File: src/rtl/iomem_router_pkg.sv
// Shared types, constants and address decode for the iomem peripheral router.
package iomem_router_pkg;

    typedef enum logic [1:0] {IDLE, ACCESS, RESP} state_e;

    typedef enum logic [1:0] {DEC_SLOT, DEC_STAT, DEC_NONE} dec_kind_e;

    typedef struct packed {
        dec_kind_e  kind;
        logic [2:0] idx;
    } dec_t;

    localparam logic [3:0]  STAT_OFS_FLAGS    = 4'h0;
    localparam logic [3:0]  STAT_OFS_ADDR     = 4'h4;
    localparam logic [31:0] ERR_RDATA_DEFAULT = 32'hDEAD_BEEF;

    // Distance from the base byte picks slot/status/unmapped; 8-bit wrap keeps it unsigned-safe.
    function automatic dec_t decode_sel(input logic [7:0] sel, input logic [7:0] base,
                                        input int unsigned n);
        dec_t       d;
        logic [7:0] diff;
        diff   = sel - base;
        d.idx  = diff[2:0];
        if ({24'b0, diff} < n)       d.kind = DEC_SLOT;
        else if ({24'b0, diff} == n) d.kind = DEC_STAT;
        else                         d.kind = DEC_NONE;
        return d;
    endfunction

endpackage

File: src/rtl/iomem_router_if.sv
// Bus bundle between the iomem master, the router and the peripheral slots.
interface iomem_router_if #(parameter int NUM_SLOTS = 4);
    logic                      m_valid;
    logic [31:0]               m_addr;
    logic [31:0]               m_wdata;
    logic [3:0]                m_wstrb;
    logic                      m_ready;
    logic [31:0]               m_rdata;
    logic [NUM_SLOTS-1:0]      s_valid;
    logic [31:0]               s_addr;
    logic [31:0]               s_wdata;
    logic [3:0]                s_wstrb;
    logic [NUM_SLOTS-1:0]      s_ready;
    logic [32*NUM_SLOTS-1:0]   s_rdata;

    // master: the CPU plus peripherals around the router; slave: the router itself
    modport master (output m_valid, m_addr, m_wdata, m_wstrb, s_ready, s_rdata,
                    input  m_ready, m_rdata, s_valid, s_addr, s_wdata, s_wstrb);
    modport slave  (input  m_valid, m_addr, m_wdata, m_wstrb, s_ready, s_rdata,
                    output m_ready, m_rdata, s_valid, s_addr, s_wdata, s_wstrb);
endinterface

File: src/rtl/iomem_router_watchdog.sv
// Access watchdog: counts held cycles and flags the last allowed one.
module iomem_watchdog #(parameter int TIMEOUT_CYCLES = 255) (
    input  logic clk,
    input  logic reset,
    input  logic clr,
    input  logic en,
    output logic expire
);
    logic [7:0] cnt_q, cnt_d;

    always_comb begin
        cnt_d = cnt_q;
        if (clr)     cnt_d = 8'd0;
        else if (en) cnt_d = cnt_q + 8'd1;
    end

    always_ff @(posedge clk) begin
        if (reset) cnt_q <= 8'd0;
        else       cnt_q <= cnt_d;
    end

    assign expire = (cnt_q == 8'(TIMEOUT_CYCLES - 1));
endmodule

File: src/rtl/iomem_router.sv
// Routes iomem accesses to one-hot peripheral slots with a timeout and fault status register.
module iomem_router
    import iomem_router_pkg::*;
#(
    parameter int          NUM_SLOTS      = 4,
    parameter logic [7:0]  BASE_SEL       = 8'h03,
    parameter int          TIMEOUT_CYCLES = 255,
    parameter logic [31:0] ERR_RDATA      = ERR_RDATA_DEFAULT
) (
    input  logic           clk,
    input  logic           reset,
    iomem_router_if.slave  bus,
    output logic           err_irq
);
    state_e               state_q, state_d;
    logic [NUM_SLOTS-1:0] s_valid_q, s_valid_d;
    logic [31:0]          s_addr_q, s_addr_d, s_wdata_q, s_wdata_d;
    logic [3:0]           s_wstrb_q, s_wstrb_d;
    logic [31:0]          m_rdata_q, m_rdata_d;
    logic                 err_flag_q, err_flag_d, err_irq_q, err_irq_d;
    logic [7:0]           err_count_q, err_count_d;
    logic [31:0]          last_err_addr_q, last_err_addr_d;
    logic                 wd_clr, wd_en, wd_expire, slot_ack;
    logic [31:0]          slot_rdata;
    logic [3:0]           stat_ofs;
    dec_t                 dec;

    iomem_watchdog #(.TIMEOUT_CYCLES(TIMEOUT_CYCLES)) u_wd (
        .clk(clk), .reset(reset), .clr(wd_clr), .en(wd_en), .expire(wd_expire)
    );

    // s_valid_q is one-hot, so it doubles as the response mux select
    always_comb begin
        slot_rdata = '0;
        for (int i = 0; i < NUM_SLOTS; i++)
            if (s_valid_q[i]) slot_rdata = bus.s_rdata[i*32 +: 32];
        slot_ack = |(bus.s_ready & s_valid_q);
    end

    always_comb begin
        state_d         = state_q;
        s_valid_d       = s_valid_q;
        s_addr_d        = s_addr_q;
        s_wdata_d       = s_wdata_q;
        s_wstrb_d       = s_wstrb_q;
        m_rdata_d       = m_rdata_q;
        err_flag_d      = err_flag_q;
        err_count_d     = err_count_q;
        last_err_addr_d = last_err_addr_q;
        err_irq_d       = 1'b0;
        wd_clr          = 1'b0;
        wd_en           = 1'b0;
        dec             = decode_sel(bus.m_addr[31:24], BASE_SEL, NUM_SLOTS);
        stat_ofs        = {bus.m_addr[3:2], 2'b00};
        case (state_q)
            IDLE: if (bus.m_valid) begin
                s_addr_d  = bus.m_addr;
                s_wdata_d = bus.m_wdata;
                s_wstrb_d = bus.m_wstrb;
                state_d   = RESP;
                case (dec.kind)
                    DEC_SLOT: begin
                        s_valid_d = NUM_SLOTS'(1) << dec.idx;
                        wd_clr    = 1'b1;
                        state_d   = ACCESS;
                    end
                    DEC_STAT: begin
                        if (bus.m_wstrb != 4'b0) begin
                            if (stat_ofs == STAT_OFS_FLAGS) begin
                                err_flag_d  = 1'b0;
                                err_count_d = 8'd0;
                            end
                        end else if (stat_ofs == STAT_OFS_FLAGS) begin
                            m_rdata_d = {16'b0, err_count_q, 7'b0, err_flag_q};
                        end else if (stat_ofs == STAT_OFS_ADDR) begin
                            m_rdata_d = last_err_addr_q;
                        end else begin
                            m_rdata_d = 32'b0;
                        end
                    end
                    default: if (bus.m_wstrb == 4'b0) m_rdata_d = 32'b0;
                endcase
            end
            ACCESS: begin
                wd_en = 1'b1;
                if (slot_ack) begin
                    m_rdata_d = slot_rdata;
                    s_valid_d = '0;
                    state_d   = RESP;
                end else if (wd_expire) begin
                    m_rdata_d       = ERR_RDATA;
                    s_valid_d       = '0;
                    err_flag_d      = 1'b1;
                    err_count_d     = (err_count_q == 8'hFF) ? 8'hFF : err_count_q + 8'd1;
                    last_err_addr_d = s_addr_q;
                    err_irq_d       = 1'b1;
                    state_d         = RESP;
                end
            end
            default: state_d = IDLE;
        endcase
    end

    always_ff @(posedge clk) begin
        if (reset) begin
            state_q         <= IDLE;
            s_valid_q       <= '0;
            s_addr_q        <= '0;
            s_wdata_q       <= '0;
            s_wstrb_q       <= '0;
            m_rdata_q       <= '0;
            err_flag_q      <= 1'b0;
            err_count_q     <= 8'd0;
            last_err_addr_q <= '0;
            err_irq_q       <= 1'b0;
        end else begin
            state_q         <= state_d;
            s_valid_q       <= s_valid_d;
            s_addr_q        <= s_addr_d;
            s_wdata_q       <= s_wdata_d;
            s_wstrb_q       <= s_wstrb_d;
            m_rdata_q       <= m_rdata_d;
            err_flag_q      <= err_flag_d;
            err_count_q     <= err_count_d;
            last_err_addr_q <= last_err_addr_d;
            err_irq_q       <= err_irq_d;
        end
    end

    assign bus.m_ready = (state_q == RESP);
    assign bus.m_rdata = m_rdata_q;
    assign bus.s_valid = s_valid_q;
    assign bus.s_addr  = s_addr_q;
    assign bus.s_wdata = s_wdata_q;
    assign bus.s_wstrb = s_wstrb_q;
    assign err_irq     = err_irq_q;
endmodule

File: src/flat_wrapper.sv
// flat-port wrapper written by rule: the top's interface ports become plain ports
module iomem_router_flat import iomem_router_pkg::*;
#(
    parameter int          NUM_SLOTS      = 4,
    parameter logic [7:0]  BASE_SEL       = 8'h03,
    parameter int          TIMEOUT_CYCLES = 255,
    parameter logic [31:0] ERR_RDATA      = ERR_RDATA_DEFAULT
)
  (clk, reset, err_irq, bus_m_valid, bus_m_addr, bus_m_wdata, bus_m_wstrb, bus_s_ready, bus_s_rdata, bus_m_ready, bus_m_rdata, bus_s_valid, bus_s_addr, bus_s_wdata, bus_s_wstrb);
  iomem_router_if #(.NUM_SLOTS(NUM_SLOTS)) bus_i ();
  input  logic clk;
  input  logic reset;
  output logic err_irq;
  input wire logic [$bits(bus_i.m_valid)-1:0] bus_m_valid;
  input wire logic [$bits(bus_i.m_addr)-1:0] bus_m_addr;
  input wire logic [$bits(bus_i.m_wdata)-1:0] bus_m_wdata;
  input wire logic [$bits(bus_i.m_wstrb)-1:0] bus_m_wstrb;
  input wire logic [$bits(bus_i.s_ready)-1:0] bus_s_ready;
  input wire logic [$bits(bus_i.s_rdata)-1:0] bus_s_rdata;
  output wire logic [$bits(bus_i.m_ready)-1:0] bus_m_ready;
  output wire logic [$bits(bus_i.m_rdata)-1:0] bus_m_rdata;
  output wire logic [$bits(bus_i.s_valid)-1:0] bus_s_valid;
  output wire logic [$bits(bus_i.s_addr)-1:0] bus_s_addr;
  output wire logic [$bits(bus_i.s_wdata)-1:0] bus_s_wdata;
  output wire logic [$bits(bus_i.s_wstrb)-1:0] bus_s_wstrb;
  assign bus_i.m_valid = bus_m_valid;
  assign bus_i.m_addr = bus_m_addr;
  assign bus_i.m_wdata = bus_m_wdata;
  assign bus_i.m_wstrb = bus_m_wstrb;
  assign bus_i.s_ready = bus_s_ready;
  assign bus_i.s_rdata = bus_s_rdata;
  assign bus_m_ready = bus_i.m_ready;
  assign bus_m_rdata = bus_i.m_rdata;
  assign bus_s_valid = bus_i.s_valid;
  assign bus_s_addr = bus_i.s_addr;
  assign bus_s_wdata = bus_i.s_wdata;
  assign bus_s_wstrb = bus_i.s_wstrb;
  iomem_router #(.NUM_SLOTS(NUM_SLOTS), .BASE_SEL(BASE_SEL), .TIMEOUT_CYCLES(TIMEOUT_CYCLES), .ERR_RDATA(ERR_RDATA)) u_core (.clk(clk), .reset(reset), .bus(bus_i), .err_irq(err_irq));
endmodule
File: config.mk
export PLATFORM = sky130hd
export DESIGN_NAME = iomem_router_flat
export DESIGN_NICKNAME = d
export VERILOG_FILES = /design/src/rtl/iomem_router_pkg.sv /design/src/rtl/iomem_router_if.sv /design/src/rtl/iomem_router_watchdog.sv /design/src/rtl/iomem_router.sv /design/src/flat_wrapper.sv
export SDC_FILE = /design/constraint.sdc
export NUM_CORES = 1
export LEC_CHECK = 0
export BUFFER_PORTS_ARGS = -buffer_cell sky130_fd_sc_hd__clkbuf_2
export CAP_MARGIN = 20
export CORE_MARGIN = 2
export CORE_UTILIZATION = 31
export DETAILED_ROUTE_END_ITERATION = 12
export GPL_TIMING_DRIVEN = 0
export PLACE_DENSITY = 0.62
export SETUP_SLACK_MARGIN = 0.5
export SLEW_MARGIN = 5
export SYNTH_ARGS = -nofsm -noshare
export SYNTH_HDL_FRONTEND = slang
export SYNTH_SLANG_ARGS = --single-unit
export TNS_END_PERCENT = 5
File: constraint.sdc
create_clock -name clk -period 4.1 [get_ports clk]
set_input_delay 0 -clock clk [delete_from_list [all_inputs] [get_ports clk]]
set_output_delay 0 -clock clk [all_outputs]
set_load 0.005 [all_outputs]
# == Word-level counts from Yosys, hierarchy flattened ==
# Index checks and enable logic that the tools add are counted.
# totals
ff_bits,156
mem_bits_rw,0
wordCells,97
latchBits,0
mem_bits_ro,0
in_bits,203
n_memories,0
# classes
magnitude_cmp,1
eq_ne,18
add_sub_neg,3
div,0
muxes,45
multipliers,0
n_shift,1
reduce_logical,15
bitwise_logic,3
# op_table
op,count
32-bit two-way mux,11
32-bit case mux with 2 select lines,2
8-bit two-way mux,7
"8-bit by 1-bit adder with 8-bit output, second input constant",2
"8-bit equality test, second input constant",2
4-bit two-way mux,4
8-bit case mux with 2 select lines,1
2-bit two-way mux,6
"2-bit != test, second input constant",6
1-bit two-way mux,11
"8-bit by 3-bit equality test with 1-bit output, second input constant",1
"8-bit by 3-bit less-than comparator with 1-bit output, second input constant",1
4-bit case mux with 2 select lines,1
"8-bit by 2-bit subtractor with 8-bit output, second input constant",1
7-bit AND reduction,1
"2-bit by 1-bit equality test with 1-bit output, second input constant",3
2-bit logical NOT,3
"3-bit by 2-bit != test with 1-bit output, second input constant",2
6-bit AND reduction,1
6-bit OR reduction,1
4-bit bitwise AND,1
4-bit logical NOT,1
"2-bit by 1-bit != test with 1-bit output, second input constant",2
2-bit case mux with 2 select lines,1
12 further kinds,14

# == Longest topological paths before layout ==
# Gate-level depths: netlist of run 1.
# depth
ltp_word,9
mapped_depth,9
depth_no_buf,7

# == Hierarchy ==
# From an unflattened synthesis of run 1, not the netlist that was laid out.
# unflattened
hier_cells,896
hier_area_um2,6947.9
# by_module_without_submodules
module,area_per_inst_um2,cells_each,instances
iomem_router,6580.1,854,1
iomem_watchdog,367.9,42,1

# == Worst setup path before layout of run 1 ==
# No wires, ideal clock.
# synth_timing
path_type,register -> register
from,register u_core.s_valid_q[1] (netlist: u_core.bus.s_valid[1])
to,register u_core.err_count_q[6]
required_time_ns,3.968
synth_period_minus_slack_ns,1.801
t_arrival_ns,1.670
setup_ns,0.132
path_stages_with_launch,8
setup_slack_ns,2.299
cell_sequence,dfxtp_1 buf_6 a22o_4 or2_1 buf_6 or4_1 a21oi_1 nor3_1
# synth_via
elab_chain_len,4
# synth_lines
element,line_no,rtl
start: declaration,iomem_router.sv:16,"logic [NUM_SLOTS-1:0] s_valid_q, s_valid_d;"
start signal: assignment,iomem_router.sv:118,s_valid_q <= s_valid_d;
4-bit bitwise AND,iomem_router.sv:37,slot_ack = |(bus.s_ready & s_valid_q);
4-bit OR reduction,iomem_router.sv:37,
2-bit != test (no line),-,
7-bit AND reduction (no line),-,
end signal: assignment,iomem_router.sv:124,err_count_q <= err_count_d;
end: declaration,iomem_router.sv:21,"logic [7:0] err_count_q, err_count_d;"
# Every way passes these cells.
# A chain may end at the register's enable or synchronous reset.

# == Final worst setup path of run 1 ==
# layout_timing
from,register u_core.state_q[1]
to,register u_core.m_rdata_q[27] (netlist: u_core.bus.m_rdata[27])
# layout_via
elab_chain_len,3
# layout_lines
element,line_no,rtl
start: declaration,iomem_router.sv:15,"state_e state_q, state_d;"
start signal: assignment,iomem_router.sv:117,state_q <= state_d;
2-bit by 1-bit equality test with 1-bit output or 2-bit logical NOT (tied branches),iomem_router.sv:55,case (state_q)
"3-bit by 2-bit != test with 1-bit output (no line), or another cell as far along",-,
6-bit AND reduction (no line),-,
end signal: assignment,iomem_router.sv:122,m_rdata_q <= m_rdata_d;
end: declaration,iomem_router.sv:19,"logic [31:0] m_rdata_q, m_rdata_d;"
# Several ways; a longest one is shown, not always the timed one.

==> flow_metrics.env, run 1 <==
export IMPL_grt_first_pass_wirelength_mm=42.1
export IMPL_cts_sinks=156
export IMPL_start_kind="flip-flop"
export IMPL_yosysWarnings=0
export IMPL_routedWlPerCell_um=17.8
export IMPL_period_share_pct=53.8
export IMPL_cap_violations=0
export IMPL_grt_ovfl_total=0
export IMPL_dp_hpwl_mm=21.8
export IMPL_rsz0062_at_grt="false"
export IMPL_timing_rr_end="u_core.bus.m_rdata[27]$_SDFFE_PP0P_"
export IMPL_p_seq_share_pct=45.2
export IMPL_cp_slowest_stage_delay_ns=0.54
export IMPL_path_delay_family="simple AND/OR/NAND/NOR gates"
export IMPL_cp_cell_sequence="clkbuf_2, nor3b_2, nand3_1, clkbuf_1, nand3_1, a21oi_1"
export IMPL_async_reset_ff_share_pct=0
export IMPL_critPathSlowestCell="nor3b_2"
export IMPL_numCtsBuffers=17
export IMPL_synth_cells=899
export IMPL_nNetsFinal=1499
export IMPL_htreeDepth=4
export IMPL_final_core_util_pct=45.3
export IMPL_dp_cells=1491
export IMPL_relSlewSlack_pct=43.8
export IMPL_cts_buffer_depth=2
export IMPL_pwr_share_comb_pct=10.3
export IMPL_syn_area_per_cell_um2=7.84
export IMPL_ys_types=60
export IMPL_hold_path_depth=5
export IMPL_start_util_pct=31.3
export IMPL_power_leakage_nw=4.36
export IMPL_root_buffer="clkbuf_16"
export IMPL_required_ns=4.39
export IMPL_drv_slew=0
export IMPL_p_int_mw=2.60
export IMPL_outcome="finished, final reports clean"
export IMPL_reg2regPathDepth=6
export IMPL_drc=0
export IMPL_netSwitchingFraction_pct=25.9
export IMPL_ys_ff_latch=156
export IMPL_worstHoldEndpoint="u_core.bus.m_rdata[7]$_SDFFE_PP0P_"
export IMPL_port_buffers=307
export IMPL_grt_max_degree=17
export IMPL_insertion_delay_ns=0.43
export IMPL_gp_congestion=0.864
export IMPL_wl_mm=28.3
export IMPL_final_area_um2=10200
export IMPL_whs_ns=0.0340
export IMPL_cp_max_fo=10
export IMPL_grt_pass1_vias=7622
export IMPL_regArea_um2=3120
export IMPL_crit_arrival_ns=2.49
export IMPL_nFillCells=2266
export IMPL_die_y_um=155
export IMPL_multiInputGateArea_um2=3540
export IMPL_cts_resized=0
export IMPL_min_delay_start="bus_s_rdata[71]"
export IMPL_tns_ns=0
export IMPL_dr_pass1_iters=5
export IMPL_core_um2=22500
export IMPL_rows=55
export IMPL_clk_pin_slew_worst_paths_ns=0.06
export IMPL_grt_antenna_before_repair=2
export IMPL_r2r_setup_slack_ns=1.90
export IMPL_dieArea_um2=23900
export IMPL_critPathBufInv=2
export IMPL_tritoncts="done"
export IMPL_final_cells=1592
export IMPL_drtIter0Drc=634
export IMPL_pin_count=309
export IMPL_area_delta_synth_final_pct=44.7
export IMPL_post_dp_cell_area_um2=8940
export IMPL_synth_edf_count=0
export IMPL_r2r_start="u_core.state_q[1]$_SDFFE_PP0P_"
export IMPL_cpMostUsedCell="nand3_1"
export IMPL_ant_nets=0
export IMPL_vias=8185
export IMPL_netlist_area_um2=7050
export IMPL_synthFlopType="dfxtp_1"
export IMPL_setup_viol=0
export IMPL_ir_drop_mv=0.304
export IMPL_fmax_mhz=454
export IMPL_switchingPower_mw=0.911
export IMPL_end_kind="flip-flop"
export IMPL_clockPowerShare_pct=44.5
export IMPL_hold_viol_final=0
export IMPL_die_width_um=155
export IMPL_routed_via_density=5.14
export IMPL_min_period_ns=2.20
export IMPL_clock_skew_ns=0.0108
export IMPL_hold_class="input pin to flip-flop"
export IMPL_worst_pin_slew_ns=0.838
export IMPL_power_density_nw_per_um2=345
export IMPL_track_usage_pct=22.7
export IMPL_drive_gt1_share_pct=28.3
export IMPL_timing_worst_setup_path_type="flip-flop to flip-flop"
export IMPL_syn_num_nets=1105
export IMPL_synth_seq_area_share_pct=44.3
-- Yosys cell counts, drive strengths merged, types with 4 or more instances --
| cell | instances | area [µm²] |
|---|---|---|
| a21o | 18 | 135 |
| a21oi | 144 | 724 |
| a221oi | 32 | 280 |
| buf | 25 | 138 |
| clkbuf | 55 | 208 |
| dfxtp | 156 | 3120 |
| inv | 10 | 37.5 |
| mux2i | 13 | 130 |
| nand2 | 214 | 803 |
| nand2b | 4 | 25.0 |
| nand3 | 35 | 175 |
| nand4 | 5 | 31.3 |
| nor2 | 17 | 63.8 |
| nor3 | 13 | 81.3 |
| o211ai | 25 | 188 |
| o21ai | 44 | 231 |
| o22ai | 34 | 213 |
| o31ai | 6 | 45.0 |
-- power by group through the flow --
stage	clock (mW)	combinational [mW]	sequential (mW)
after CTS	1.59	0.360	1.59
after detailed placement	0	0.308	1.62
after global routing	1.66	0.396	1.59
after global placement	0	0.307	1.62
final	1.57	0.361	1.59
after floorplan	0	0.112	1.62
-- logic make-up (layout without fill, tap and decap cells) --
group	after synthesis	in the layout	synth area share, %
flops	156	156	44.3
buf+inv	90	496	5.43
xor+xnor	5	5	0.622
compound gates	321	321	28.0
simple gates	311	311	19.2
other cells	0	2	0
fa+ha+maj	3	3	0.533
mux	13	13	1.85
-- registers in the layout (all words and copies together) (netlist names) --
register	flops
u_core.bus.s_valid	4
u_core.state_q	2
u_core.bus.s_addr	32
u_core.err_flag_q	1
u_core.err_irq	1
u_core.bus.s_wstrb	4
u_core.bus.s_wdata	32
u_core.err_count_q	8
u_core.last_err_addr_q	32
u_core.u_wd.cnt_q	8
u_core.bus.m_rdata	32
-- worst max path at each step --
| stage | from | to | depth (start not counted) |
|---|---|---|---|
| final | u_core.state_q[1]$_SDFFE_PP0P_ | u_core.bus.m_rdata[27]$_SDFFE_PP0P_ | 6 |
| after global routing | u_core.state_q[1]$_SDFFE_PP0P_ | u_core.bus.m_rdata[11]$_SDFFE_PP0P_ | 6 |
| after CTS | u_core.state_q[1]$_SDFFE_PP0P_ | u_core.bus.m_rdata[27]$_SDFFE_PP0P_ | 6 |
| after detailed placement | u_core.state_q[1]$_SDFFE_PP0P_ | u_core.bus.m_rdata[10]$_SDFFE_PP0P_ | 6 |
| after global placement | u_core.state_q[1]$_SDFFE_PP0P_ | u_core.bus.m_rdata[16]$_SDFFE_PP0P_ | 6 |
| after floorplan | u_core.bus.s_valid[1]$_SDFFE_PP0P_ | u_core.err_count_q[6]$_SDFFE_PP0P_ | 7 |
-- worst min-delay path: stages --
cell      delay, ns
clkbuf_2       0.08
o22ai_1        0.09
o21ai_0        0.10
o211ai_1       0.08
a21oi_1        0.06
-- stage by stage --
step	setup slack (ns)	power, mW
final	1.90	3.52
after global routing	1.72	3.65
after CTS	1.86	3.54
after detailed placement	1.89	1.93
after global placement	1.88	1.93
after floorplan	2.30	1.73
-- timing repair --
item / 4_1_cts / 5_1_grt
setup buffers: 0 / 0
hold buffers: 68 / 0
endpoints found under the hold margin: 69 / 0
-- routing by layer --
| layer | share of wire (%) | track usage [%] | vias to the layer above |
|---|---|---|---|
| li1 | - | - | 4006 |
| met1 | 43 | 29.4 | 3779 |
| met2 | 47 | 37.9 | 368 |
| met3 | 8.1 | 5.77 | 32 |
| met4 | 1.7 | 5.64 | 0 |
| met5 | 0 | 0 | - |
-- placed cells by master, fill, tap and decap left out, types with 18 or more instances in the layout --
master	instances
dfxtp_1	156
dlygate4sd3_1	68
o21ai_0	40
clkbuf_1	54
a21oi_1	143
a221oi_1	32
clkbuf_2	308
nand2_1	214
o22ai_1	34
o211ai_1	25
a21o_1	18
nand3_1	35
-- final cells by class --
type                            count  share of cell area (%)
Antenna cell                        2                  0.0491
Buffer                             80                    3.39
Clock buffer                       18                    4.31
Clock inverter                     13                    1.29
Inverter                           10                   0.368
Multi-Input combinational cell    653                    34.7
Sequential cell                   156                    30.6
Tap cell                          285                    3.50
Timing Repair Buffer              375                    21.7
Power figures use the tool's default switching activity.
==> run 2, diff against run 1 <==
- ABC_AREA: default -> 1
- PLACE_DENSITY: 0.62 -> 0.63
- clock period: 4.1 -> 1.8 ns (I/O delays scaled with it)
==> flow_metrics.env, run 2 <==
export IMPL_outcome="finished, final reports clean"
export IMPL_setup_viol=0
export IMPL_synth_top_family_by_area="simple AND/OR/NAND/NOR gates"
export IMPL_min_period_ns=1.71
export IMPL_drv_slew=0
export IMPL_core_um2=25300
export IMPL_cp_depth=12
export IMPL_vias=9497
export IMPL_dr_pass1_iters=5
export IMPL_rsz0062_at_grt="true"
export IMPL_period_share_pct=94.9
export IMPL_synth_area_top_cells="dfxtp_1 39%, nor2_1 14%, nand2_1 13%, o21ai_0 6.8%, a21oi_1 5.3%"
export IMPL_synth_top_area_cell="dfxtp_1"
export IMPL_grt_first_pass_wirelength_mm=47.5
export IMPL_gp_congestion=0.896
export IMPL_routed_via_density=4.73
export IMPL_cts_buffer_depth=2
export IMPL_grt_pass1_vias=8929
export IMPL_path_delay_family="simple AND/OR/NAND/NOR gates"
export IMPL_reg2regPathDepth=12
export IMPL_port_buffers=308
export IMPL_critPathBufInv=4
export IMPL_required_ns=2.12
export IMPL_synth_cells=1236
export IMPL_synth_adder_area_share_pct=0.469
export IMPL_synthFlopType="dfxtp_1"
export IMPL_post_dp_cell_area_um2=9960
export IMPL_async_reset_ff_share_pct=0
export IMPL_synth_edf_count=0
export IMPL_final_core_util_pct=46.6
export IMPL_ys_types=40
export IMPL_clock_skew_ns=0.00916
export IMPL_numCtsBuffers=17
export IMPL_fmax_mhz=585
export IMPL_yosysWarnings=0
export IMPL_ys_ff_latch=156
export IMPL_synthMuxAreaShare_pct=0
export IMPL_synth_simple_gate_area_share_pct=36.0
export IMPL_cap_violations=0
export IMPL_crit_arrival_ns=2.03
export IMPL_most_common_layout_cells="314 x clkbuf_2, 292 x nor2_1, 268 x nand2_1"
export IMPL_start_kind="flip-flop"
export IMPL_synth_seq_area_share_pct=39.0
export IMPL_hold_path_depth=7
export IMPL_ir_drop_mv=0.603
export IMPL_layout_commonest_cell="clkbuf_2"
export IMPL_dp_hpwl_mm=25.4
export IMPL_area_delta_synth_final_pct=47.2
export IMPL_tns_ns=0
export IMPL_root_buffer="clkbuf_16"
export IMPL_multiInputGateArea_um2=4270
export IMPL_cp_slowest_stage_delay_ns=0.33
export IMPL_yosysMostFrequentCell="nor2_1"
export IMPL_cpMostUsedCell="nand2_2"
export IMPL_drive_gt1_share_pct=29.7
export IMPL_pin_count=309
export IMPL_timing_worst_setup_path_type="flip-flop to flip-flop"
export IMPL_hold_viol_final=0
export IMPL_grt_antenna_before_repair=1
export IMPL_power_mw=8.79
export IMPL_grt_ovfl_total=0
export IMPL_nNetsFinal=1870
export IMPL_synth_compound_area_share_pct=15.2
export IMPL_power_leakage_nw=5.51
export IMPL_drc=0
export IMPL_die_width_um=165
export IMPL_hold_class="input pin to flip-flop"
export IMPL_end_kind="flip-flop"
export IMPL_worst_pin_slew_ns=0.707
export IMPL_final_area_um2=11800
export IMPL_synth_xor_area_share_pct=0.328
export IMPL_tritoncts="done"
export IMPL_insertion_delay_ns=0.43
export IMPL_clk_pin_slew_worst_paths_ns=0.07
export IMPL_nFillCells=2656
export IMPL_power_density_nw_per_um2=747
export IMPL_die_y_um=165
export IMPL_ant_nets=0
export IMPL_syn_num_nets=1442
export IMPL_dieArea_um2=27100
export IMPL_routedWlPerCell_um=16.2
export IMPL_drtIter0Drc=550
export IMPL_syn_area_per_cell_um2=6.47
export IMPL_track_usage_pct=23.1
export IMPL_wl_mm=32.5
export IMPL_htreeDepth=4
export IMPL_synthTopCellsByCount="297 x nor2_1, 272 x nand2_1, 156 x dfxtp_1"
export IMPL_rows=58
export IMPL_critPathSlowestCell="dfxtp_2"
export IMPL_cts_sinks=156
export IMPL_start_util_pct=31.7
export IMPL_cp_cell_sequence="buf_6, nand2_2, nand2_2, nor2_4, nand3_2, o21ai_4, clkinv_4, nand2_8, inv_8, buf_12, nor2_2, nor2_1"
export IMPL_cp_max_fo=10
export IMPL_synth_top_area_share_pct=39.0
export IMPL_grt_max_degree=17
export IMPL_regArea_um2=3130
export IMPL_netlist_area_um2=8000
export IMPL_relSlewSlack_pct=52.9
==> run 2: cells by family after synthesis <==
group                    after synthesis
XOR/XNOR                               3
adder cells (fa/ha/maj)                3
AO/OA/AOI/OAI                        227
AND/OR/NAND/NOR                      693
flip-flops                           156
buffers and inverters                154
==> run 2: path summary, 6_finish.rpt <==
check | from | slack, ns | to
worst max-delay path | u_core.bus.s_valid[1]$_SDFFE_PP0P_ | 0.09 | u_core.bus.m_rdata[16]$_SDFFE_PP0P_
worst min-delay path | bus_s_rdata[107] | 0.04 | u_core.bus.m_rdata[11]$_SDFFE_PP0P_
worst max register to register | u_core.bus.s_valid[1]$_SDFFE_PP0P_ | 0.09 | u_core.bus.m_rdata[16]$_SDFFE_PP0P_
worst min register to register | u_core.last_err_addr_q[31]$_SDFFE_PP0P_ | 0.45 | u_core.last_err_addr_q[31]$_SDFFE_PP0P_
==> run 2: final cells by class <==
type,instances,share of cell area [%]
Timing Repair Buffer,408,21.5
Inverter,79,2.70
Buffer,75,4.21
Clock buffer,22,3.94
Tap cell,330,3.51
Antenna cell,1,0.0213
Multi-Input combinational cell,927,36.3
Clock inverter,9,1.17
Sequential cell,156,26.6
==> run 2: report_power, final <==
| part | switching (mW) | internal, mW |
|---|---|---|
| combinational | 0.681 | 0.611 |
| clock | 1.50 | 2.26 |
| sequential | 0.125 | 3.61 |
| total | 2.31 | 6.48 |
==> run 2: worst min-delay path: stages <==
cell and delay (ns):
clkbuf_2 0.08, nand2_1 0.05, nand3_1 0.08, nand2_1 0.05, nand2_1 0.05, nor2_1 0.04
nor2_1 0.08
==> run 2: timing repair <==
item	CTS	global route
hold buffers	73	0
cloned	2	3
setup endpoints to repair	156	156
resized for setup	63	41
pin swaps	5	9
endpoints found under the hold margin	79	0
buffers inserted	10	13
==> run 2: stage by stage <==
step                hold WS (ns)  instances  setup slack (ns)
floorplan                  0.148       1236             0.266
detailed placement         0.258       1874            -0.162
CTS                       0.0276       1990            0.0918
global placement           0.248       1874            -0.136
finish                    0.0374       2007            0.0920
global route              0.0684       2007         -0.000783
==> run 2: layer usage <==
layer	global-route usage [%]	wire length, µm	vias up	part of all wire (%)
met3	5.47	2720	48	8.4
met1	26.3	13300	4259	41
li1	-	-	4799	-
met4	8.50	833	0	2.6
met5	0	0	-	0
met2	41.7	15700	391	48
==> run 3, diff against run 2 <==
- PLACE_DENSITY: 0.63 -> 0.61
- clock period: 1.8 -> 2.2 ns (I/O delays scaled with it)
==> flow_metrics.env, run 3 (synthesis gave the netlist of run 2 again) <==
export IMPL_vias=9282
export IMPL_clock_skew_ns=0.0113
export IMPL_critPathBufInv=2
export IMPL_cp_max_fo=10
export IMPL_gp_congestion=0.879
export IMPL_drc=0
export IMPL_drive_gt1_share_pct=28.9
export IMPL_insertion_delay_ns=0.43
export IMPL_grt_antenna_before_repair=0
export IMPL_area_delta_synth_final_pct=45.7
export IMPL_worstHoldEndpoint="u_core.state_q[0]$_SDFFE_PP0P_"
export IMPL_r2r_start="u_core.bus.s_valid[1]$_SDFFE_PP0P_"
export IMPL_power_leakage_nw=5.48
export IMPL_switchingPower_mw=1.96
export IMPL_timing_worst_setup_path_type="flip-flop to flip-flop"
export IMPL_power_density_nw_per_um2=620
export IMPL_dr_pass1_iters=5
export IMPL_rsz0062_at_grt="true"
export IMPL_cap_violations=0
export IMPL_min_delay_start="bus_s_ready[3]"
export IMPL_grt_max_degree=17
export IMPL_most_common_layout_cells="315 x clkbuf_2, 289 x nor2_1, 268 x nand2_1"
export IMPL_cts_sinks=156
export IMPL_tns_ns=0
export IMPL_htreeDepth=4
export IMPL_required_ns=2.56
export IMPL_routedWlPerCell_um=16.2
export IMPL_fmax_mhz=582
export IMPL_ir_drop_mv=0.514
export IMPL_post_dp_cell_area_um2=9950
export IMPL_power_mw=7.22
export IMPL_min_period_ns=1.72
export IMPL_die_y_um=165
export IMPL_outcome="finished, final reports clean"
export IMPL_timing_rr_end="u_core.bus.m_rdata[15]$_SDFFE_PP0P_"
export IMPL_grt_first_pass_wirelength_mm=47.6
export IMPL_ant_nets=0
export IMPL_period_share_pct=78.1
export IMPL_pwr_share_comb_pct=14.3
export IMPL_layout_commonest_cell="clkbuf_2"
export IMPL_routed_via_density=4.65
export IMPL_crit_arrival_ns=2.08
export IMPL_startpoint="u_core.bus.s_valid[1]$_SDFFE_PP0P_"
export IMPL_p_seq_share_pct=42.4
export IMPL_netSwitchingFraction_pct=27.2
export IMPL_setup_viol=0
export IMPL_num_antenna_cells=0
export IMPL_root_buffer="clkbuf_16"
export IMPL_grt_ovfl_total=0
export IMPL_cp_slowest_stage_delay_ns=0.46
export IMPL_track_usage_pct=23.2
export IMPL_port_buffers=308
export IMPL_numCtsBuffers=17
export IMPL_whs_ns=0.0201
export IMPL_start_util_pct=31.7
export IMPL_start_kind="flip-flop"
export IMPL_hold_path_depth=6
export IMPL_pin_count=309
export IMPL_path_delay_family="buffers and inverters"
export IMPL_clockPowerShare_pct=43.4
export IMPL_layout_setup_ws_ns=0.482
export IMPL_die_width_um=165
export IMPL_tritoncts="done"
export IMPL_relSlewSlack_pct=55.3
export IMPL_end_kind="flip-flop"
export IMPL_drtIter0Drc=452
export IMPL_dp_hpwl_mm=25.5
export IMPL_cts_buffer_depth=2
export IMPL_cpMostUsedCell="nand2_1"
export IMPL_preCtsSetupSlack_ns=0.272
export IMPL_drv_slew=0
export IMPL_core_um2=25300
export IMPL_dieArea_um2=27100
export IMPL_hold_class="input pin to flip-flop"
export IMPL_nNetsFinal=1859
export IMPL_reg2regPathDepth=10
export IMPL_worst_pin_slew_ns=0.671
export IMPL_clk_pin_slew_worst_paths_ns=0.07
export IMPL_r2r_setup_slack_ns=0.48
export IMPL_hold_viol_final=0
export IMPL_cp_cell_sequence="buf_6, clkbuf_1, a21oi_1, nand2_1, nand2_1, nand3_1, nand2_1, nand2_1, nor2_1, nor2_1"
export IMPL_critPathSlowestCell="clkbuf_1"
export IMPL_final_area_um2=11700
export IMPL_grt_pass1_vias=8895
export IMPL_wl_mm=32.2
export IMPL_rows=58
export IMPL_p_int_mw=5.26
==> run 3: cell count changes in the layout (fill, tap and decap cells not counted), sizes merged <==
cell      before  now
buf           69   52
clkinv         2    4
clkbuf       363  364
diode          1    0
clkinvlp       5    1
inv           78   86
==> run 3: area by class of cell <==
cell class | instances | area [µm²]
Buffer | 75 | 480
Clock buffer | 17 | 425
Clock inverter | 15 | 196
Fill cell | 2677 | 13600
Inverter | 79 | 314
Multi-Input combinational cell | 927 | 4280
Sequential cell | 156 | 3130
Tap cell | 330 | 413
Timing Repair Buffer | 397 | 2420
==> run 3: repair_timing <==
item,4_1_cts,5_1_grt
setup endpoints to repair,129,138
cloned,1,1
buffers inserted,8,7
hold buffers,72,1
endpoints found under the hold margin,79,3
pin swaps,4,9
gates resized for setup,22,64
==> run 3: tightest hold or removal path: stages <==
cell and delay, ns:
clkbuf_2 0.08, nand2_1 0.05, nand2_2 0.07, nor2_4 0.06, nand3_4 0.07, a21oi_1 0.06
==> run 3: per-layer routing <==
layer	GRT usage [%]	vias to the layer above	wire, µm
li1	-	4786	-
met1	27.1	4116	13400
met2	42.0	344	15800
met3	5.52	36	2510
met4	6.48	0	615
met5	0	-	0
==> run 3: how the worst max path moves through the flow <==
| stage | to | slack, ns | cells after the start |
|---|---|---|---|
| detailed placement | u_core.bus.s_wdata[21]$_SDFFE_PP0P_ | 0.27 | 6 |
| global route | u_core.bus.m_rdata[13]$_SDFFE_PP0P_ | 0.39 | 7 |
| floorplan | u_core.bus.m_rdata[16]$_SDFFE_PP0P_ | 0.59 | 13 |
| finish | u_core.bus.m_rdata[15]$_SDFFE_PP0P_ | 0.48 | 10 |
| CTS | u_core.bus.s_valid[1]$_SDFFE_PP0P_ | 0.39 | 11 |
| global placement | u_core.bus.m_rdata[8]$_SDFFE_PP0P_ | 0.29 | 6 |
==> run 3: through the flow <==
| stage | std cells | util (%) |
|---|---|---|
| after CTS | 1987 | 45.3 |
| after global routing | 1996 | 46.2 |
| after global placement | 1874 | 39.4 |
| after detailed placement | 1874 | 39.4 |
| final | 1996 | 46.2 |
| after floorplan | 1236 | - |
==> run 3: power by group through the flow <==
stage	clock [mW]	combinational (mW)	sequential (mW)
final	3.13	1.03	3.06
after detailed placement	0	0.894	3.12
after global routing	3.33	1.15	3.07
after floorplan	0	0.405	3.10
after global placement	0	0.890	3.11
after CTS	3.20	1.01	3.06
